**src/rtl/mining_result_tx.sv**
```systemverilog
// Mining result serializer: captures nonce+hash and streams SYNC, nonce, hash bytes over valid/ready.
// Optional trailing XOR checksum byte when MINING_RESULT_CHKSUM_EN is defined.
module mining_result_tx #(
    parameter logic [7:0] SYNC_BYTE  = 8'hA5,
    parameter int         HASH_BYTES = 32,
    parameter int         DROP_W     = 8
) (
    input  logic                      clk_i,
    input  logic                      rst_i,
    input  logic                      res_valid_i,
    input  logic [31:0]               nonce_i,
    input  logic [8*HASH_BYTES-1:0]   hash_i,
    input  logic                      tx_ready_i,
    output logic                      tx_valid_o,
    output logic [7:0]                tx_data_o,
    output logic                      busy_o,
    output logic [DROP_W-1:0]         drop_cnt_o
);

    localparam int IW = (HASH_BYTES > 1) ? $clog2(HASH_BYTES) : 1;
    localparam logic [IW-1:0] LAST_HASH  = IW'(HASH_BYTES - 1);
    localparam logic [IW-1:0] LAST_NONCE = IW'(3);

`ifdef MINING_RESULT_CHKSUM_EN
    typedef enum logic [2:0] {IDLE, SYNC, NONCE, HASH, CHK} state_t;
`else
    typedef enum logic [2:0] {IDLE, SYNC, NONCE, HASH} state_t;
`endif

    state_t                  state_r, state_n;
    logic [IW-1:0]           idx_r, idx_n;
    logic [31:0]             nonce_r;
    logic [8*HASH_BYTES-1:0] hash_r;
    logic                    tx_valid_r, valid_n;
    logic [7:0]              tx_data_r, data_n;
    logic                    busy_r;
    logic [DROP_W-1:0]       drop_cnt_r;
    logic                    capture_s;
    logic                    xfer_s;
`ifdef MINING_RESULT_CHKSUM_EN
    logic [7:0]              chk_r;
`endif

    function automatic logic [7:0] nonce_byte(input logic [31:0] n, input logic [1:0] i);
        return n[{i, 3'b000} +: 8];
    endfunction

    function automatic logic [7:0] hash_byte(input logic [8*HASH_BYTES-1:0] h, input logic [IW-1:0] i);
        return h[{i, 3'b000} +: 8];
    endfunction

    assign xfer_s     = tx_valid_r & tx_ready_i;
    assign tx_valid_o = tx_valid_r;
    assign tx_data_o  = tx_data_r;
    assign busy_o     = busy_r;
    assign drop_cnt_o = drop_cnt_r;

    // Next-state and next-byte selection; outputs are registered from these.
    always_comb begin
        state_n   = state_r;
        idx_n     = idx_r;
        valid_n   = tx_valid_r;
        data_n    = tx_data_r;
        capture_s = 1'b0;
        case (state_r)
            IDLE: begin
                if (res_valid_i) begin
                    capture_s = 1'b1;
                    state_n   = SYNC;
                    idx_n     = '0;
                    valid_n   = 1'b1;
                    data_n    = SYNC_BYTE;
                end else begin
                    valid_n = 1'b0;
                    data_n  = 8'h00;
                end
            end
            SYNC: begin
                if (xfer_s) begin
                    state_n = NONCE;
                    idx_n   = '0;
                    data_n  = nonce_r[7:0];
                end else begin
                    state_n = SYNC;
                end
            end
            NONCE: begin
                if (xfer_s) begin
                    if (idx_r == LAST_NONCE) begin
                        state_n = HASH;
                        idx_n   = '0;
                        data_n  = hash_r[7:0];
                    end else begin
                        idx_n  = idx_r + IW'(1);
                        data_n = nonce_byte(nonce_r, idx_r[1:0] + 2'd1);
                    end
                end else begin
                    state_n = NONCE;
                end
            end
            HASH: begin
                if (xfer_s) begin
                    if (idx_r == LAST_HASH) begin
`ifdef MINING_RESULT_CHKSUM_EN
                        // Fold in the byte transferring now; the accumulator lags by one.
                        state_n = CHK;
                        idx_n   = '0;
                        data_n  = chk_r ^ tx_data_r;
`else
                        state_n = IDLE;
                        idx_n   = '0;
                        valid_n = 1'b0;
                        data_n  = 8'h00;
`endif
                    end else begin
                        idx_n  = idx_r + IW'(1);
                        data_n = hash_byte(hash_r, idx_r + IW'(1));
                    end
                end else begin
                    state_n = HASH;
                end
            end
`ifdef MINING_RESULT_CHKSUM_EN
            CHK: begin
                if (xfer_s) begin
                    state_n = IDLE;
                    valid_n = 1'b0;
                    data_n  = 8'h00;
                end else begin
                    state_n = CHK;
                end
            end
`endif
            default: begin
                state_n = IDLE;
                idx_n   = '0;
                valid_n = 1'b0;
                data_n  = 8'h00;
            end
        endcase
    end

    // State, byte index and registered handshake outputs.
    always_ff @(posedge clk_i or posedge rst_i) begin
        if (rst_i) begin
            state_r    <= IDLE;
            idx_r      <= '0;
            tx_valid_r <= 1'b0;
            tx_data_r  <= 8'h00;
            busy_r     <= 1'b0;
        end else begin
            state_r    <= state_n;
            idx_r      <= idx_n;
            tx_valid_r <= valid_n;
            tx_data_r  <= data_n;
            busy_r     <= (state_n != IDLE);
        end
    end

    // Result capture; untouched while a frame is in flight.
    always_ff @(posedge clk_i or posedge rst_i) begin
        if (rst_i) begin
            nonce_r <= 32'h0;
            hash_r  <= '0;
        end else if (capture_s) begin
            nonce_r <= nonce_i;
            hash_r  <= hash_i;
        end
    end

    // Saturating count of results arriving while busy.
    always_ff @(posedge clk_i or posedge rst_i) begin
        if (rst_i) begin
            drop_cnt_r <= '0;
        end else if (res_valid_i && busy_r && (drop_cnt_r != '1)) begin
            drop_cnt_r <= drop_cnt_r + DROP_W'(1);
        end
    end

`ifdef MINING_RESULT_CHKSUM_EN
    // XOR of every nonce and hash byte as it transfers.
    always_ff @(posedge clk_i or posedge rst_i) begin
        if (rst_i) begin
            chk_r <= 8'h00;
        end else if (capture_s) begin
            chk_r <= 8'h00;
        end else if (xfer_s && (state_r == NONCE || state_r == HASH)) begin
            chk_r <= chk_r ^ tx_data_r;
        end
    end
`endif

endmodule

```
**config.mk**
```make
export PLATFORM = sky130hd
export DESIGN_NAME = mining_result_tx
export DESIGN_NICKNAME = d
export VERILOG_FILES = /design/src/rtl/mining_result_tx.sv
export SDC_FILE = /design/constraint.sdc
export NUM_CORES = 1
export LEC_CHECK = 0
export BUFFER_PORTS_ARGS = -buffer_cell sky130_fd_sc_hd__buf_2
export CAP_MARGIN = 25
export CELL_PAD_IN_SITES_DETAIL_PLACEMENT = 0
export CELL_PAD_IN_SITES_GLOBAL_PLACEMENT = 1
export CORE_UTILIZATION = 30
export CTS_CLUSTER_DIAMETER = 80
export CTS_CLUSTER_SIZE = 10
export DETAILED_ROUTE_END_ITERATION = 16
export PLACE_DENSITY = 0.68
export SYNTH_ARGS = -nofsm -noshare
export SYNTH_HDL_FRONTEND = slang
export SYNTH_SLANG_ARGS = --single-unit
```
**constraint.sdc**
```tcl
create_clock -name clk_i -period 12.7 [get_ports clk_i]
set_clock_uncertainty 0.1 [all_clocks]
set_input_delay 1.905 -clock clk_i [delete_from_list [all_inputs] [get_ports clk_i]]
set_output_delay 1.905 -clock clk_i [all_outputs]
set_load 0.05 [all_outputs]
```
==> impl_metrics.toml <==
[synthesis]
synth_seq_cells = 314
syn-cell-area_um2 = 14400
async_flop_share = 1.00
synth_top_area_share = 0.544
synth-main-ff-cell = "dfrtp_1"
ys_types = 48
yosys.cell_count.top_type = "dfrtp_1"
synthTopCellsByCount = "dfrtp_1, mux2_2, mux4_2, nand2_1, buf_2"
syn-mean-instance-area_um2 = 15.5
syn_nets = 1227
synth_edf_count = 0
synth_top_area_cell = "dfrtp_1"
yosysWarningCount = 0
yosysSeqAreaShare = 0.544
synth_area_leaders = "dfrtp_1, mux2_2, mux4_2, mux4_1, buf_2"
syn_inst = 932

[timing]
setup_tns_ps = 0
tightest_slew_ps = 1210
setup_viol = 0
max-slew-margin-rel = 0.192
hold_ws_ps = 396
hold_viol_final = 0
final_max_slew_viol_count = 0
timing.fmax_ghz = 0.248
finalCritPeriodShare = 0.318
period_minus_slack_ps = 4030
grt_setup_unrepaired = "no"

[setup_path]
start_kind = "flop"
r2r_start = "idx_r[0]$_DFFE_PP0P_"
ff2ff_setup_slack_ps = 8670
arrival_ps = 4340
timing.rr.end = "tx_data_o[7]$_DFFE_PP0P_"
critical_path_required_ps = 13010
path_class = "flop to flop"
crit_path_end_kind = "flop"
rr_worst_depth = 6
cp_max_fo = 43

[global_routing]
grt_pass1_vias = 9924
grt_first_pass_wirelength_um = 61700
grtUsageTotal = 0.167
grt_max_degree = 181
grt_remaining_overflow = 0
antenna_found_initial = 21

[cells_and_area]
fillerInstances = 4621
final_cell_area_um2 = 17700
utilization = 0.371
multi_input_area_um2 = 6250
regArea_um2 = 7860
finalNetCount = 1531
layout-drive-gt1-share = 0.589
layout.cells.non_filler = 1868
area_growth_syn_to_layout_pct = 22.5

[floorplan]
initial_core_util = 0.303
core_um2 = 47600
die_width_um = 221
die_area_um2 = 49000
rows = 80
die_y_um = 221
pin_count = 310

[min_path]
worstHoldPathCells = 1
min_path_type = "flop to flop"
min-delay-start = "hash_r[202]$_DFFE_PP0P_"
min_to = "hash_r[202]$_DFFE_PP0P_"

[cts]
clock_latency_ps = 550
cts_buffer_depth = 3
ctsResizeCount = 0
cts_max_level = 2
clkSinkCount = 314
cts_tree = "yes"
cts_buffers = 38
clkTransAtPathRegs_ps = 60
cts_hold_buf = 0
post-cts-setup-buffers = 0
root_buffer = "clkbuf_16"

[run]
max_cap_violations = 0

[status]
status = "finished, final reports clean"

[routing]
dr.pass1.iters = 4
via_count = 9183
wl_um = 40000
ant_nets = 0
drt_iter0_drc = 474
vias_per_cell = 4.92
wl_per_cell_um = 21.4
post-route-drc-count = 0

[pwr]
peakVddDrop_v = 0.0000789
leakage_nw = 7.51
powerDensity_nw_per_um2 = 170

[place]
place_area_um2 = 16600
place_congestion = 0.779
dp.cells = 1811
dp_hpwl_um = 28700
io_buffers = 309
==> layout by cell type (no fill, tap or decap), types with 9 or more instances in the layout <==
master and instances:
clkbuf_16 41, buf_2 309, nand2_1 54, nand4_1 13, buf_4 14, mux2_2 290
mux4_2 60, mux4_1 16, a2111oi_0 10, nor2_1 9, dfrtp_1 313, a21oi_1 10
==> report_power, final <==
| part | total (mW) | switching, mW | internal [mW] |
|---|---|---|---|
| registers | 1.40 | 0.147 | 1.25 |
| clock network | 1.00 | 0.406 | 0.597 |
| logic | 0.603 | 0.247 | 0.356 |
| total | 3.00 | 0.799 | 2.21 |
==> critical path, stage by stage, from the launching register on <==
cell	delay (ps)
dfrtp_4	700
ha_4	690
buf_4	740
mux4_2	630
a2111oi_0	560
buf_4	230
o31ai_1	70
==> cell type report <==
cell class	count	area share
clock inverters	3	0.00226
flip-flops and latches	314	0.444
diodes	8	0.00113
multi-input cells	553	0.353
clock buffers	46	0.0596
repair buffers	326	0.0949
well taps	615	0.0435
inverters	3	0.00106
==> how the worst max path moves through the flow <==
stage | startpoint | slack (ps) | to
2_1_floorplan | rst_i | 2010 | busy_o$_DFF_PP0_
3_3_place_gp | res_valid_i | 8370 | hash_r[240]$_DFFE_PP0P_
3_5_place_dp | res_valid_i | 8280 | hash_r[52]$_DFFE_PP0P_
4_1_cts | idx_r[0]$_DFFE_PP0P_ | 8550 | tx_data_o[4]$_DFFE_PP0P_
5_1_grt | idx_r[0]$_DFFE_PP0P_ | 8360 | tx_data_o[0]$_DFFE_PP0P_
6_report | idx_r[0]$_DFFE_PP0P_ | 8670 | tx_data_o[7]$_DFFE_PP0P_
==> kinds of logic (layout without fill, tap and decap cells) <==
family	after synthesis	after routing	synth area share
buffers and inverters	65	378	0.0262
adders and majority gates	3	3	0.00260
muxes	374	374	0.354
other	1	9	0.000260
and+or+nand+nor	111	111	0.0374
xor gates and xnor gates	11	11	0.00797
AOI/OAI and AO/OA	53	53	0.0273
DFF	314	314	0.544
==> per-stage QoR <==
stage          worst slack [ps]  power, mW
6_report                   8670       3.00
5_1_grt                    8360       3.17
4_1_cts                    8550       3.06
3_5_place_dp               8280       2.03
3_3_place_gp               8370       2.01
2_1_floorplan              2010       1.82
==> sequential cells by signal, indices dropped and copies added (netlist names) <==
register / flops
idx_r: 5
tx_data_o: 8
hash_r: 256
state_r: 3
drop_cnt_o: 8
busy_o: 1
nonce_r: 32
tx_valid_o: 1
==> layer usage <==
layer,share of wire,track usage,up-vias
met5,0.0039,0,-
met4,0.025,0.0542,26
met3,0.074,0.0531,80
met2,0.46,0.258,267
met1,0.44,0.221,4677
li1,-,-,4133
No activity file was read; power rests on OpenSTA's default activity.
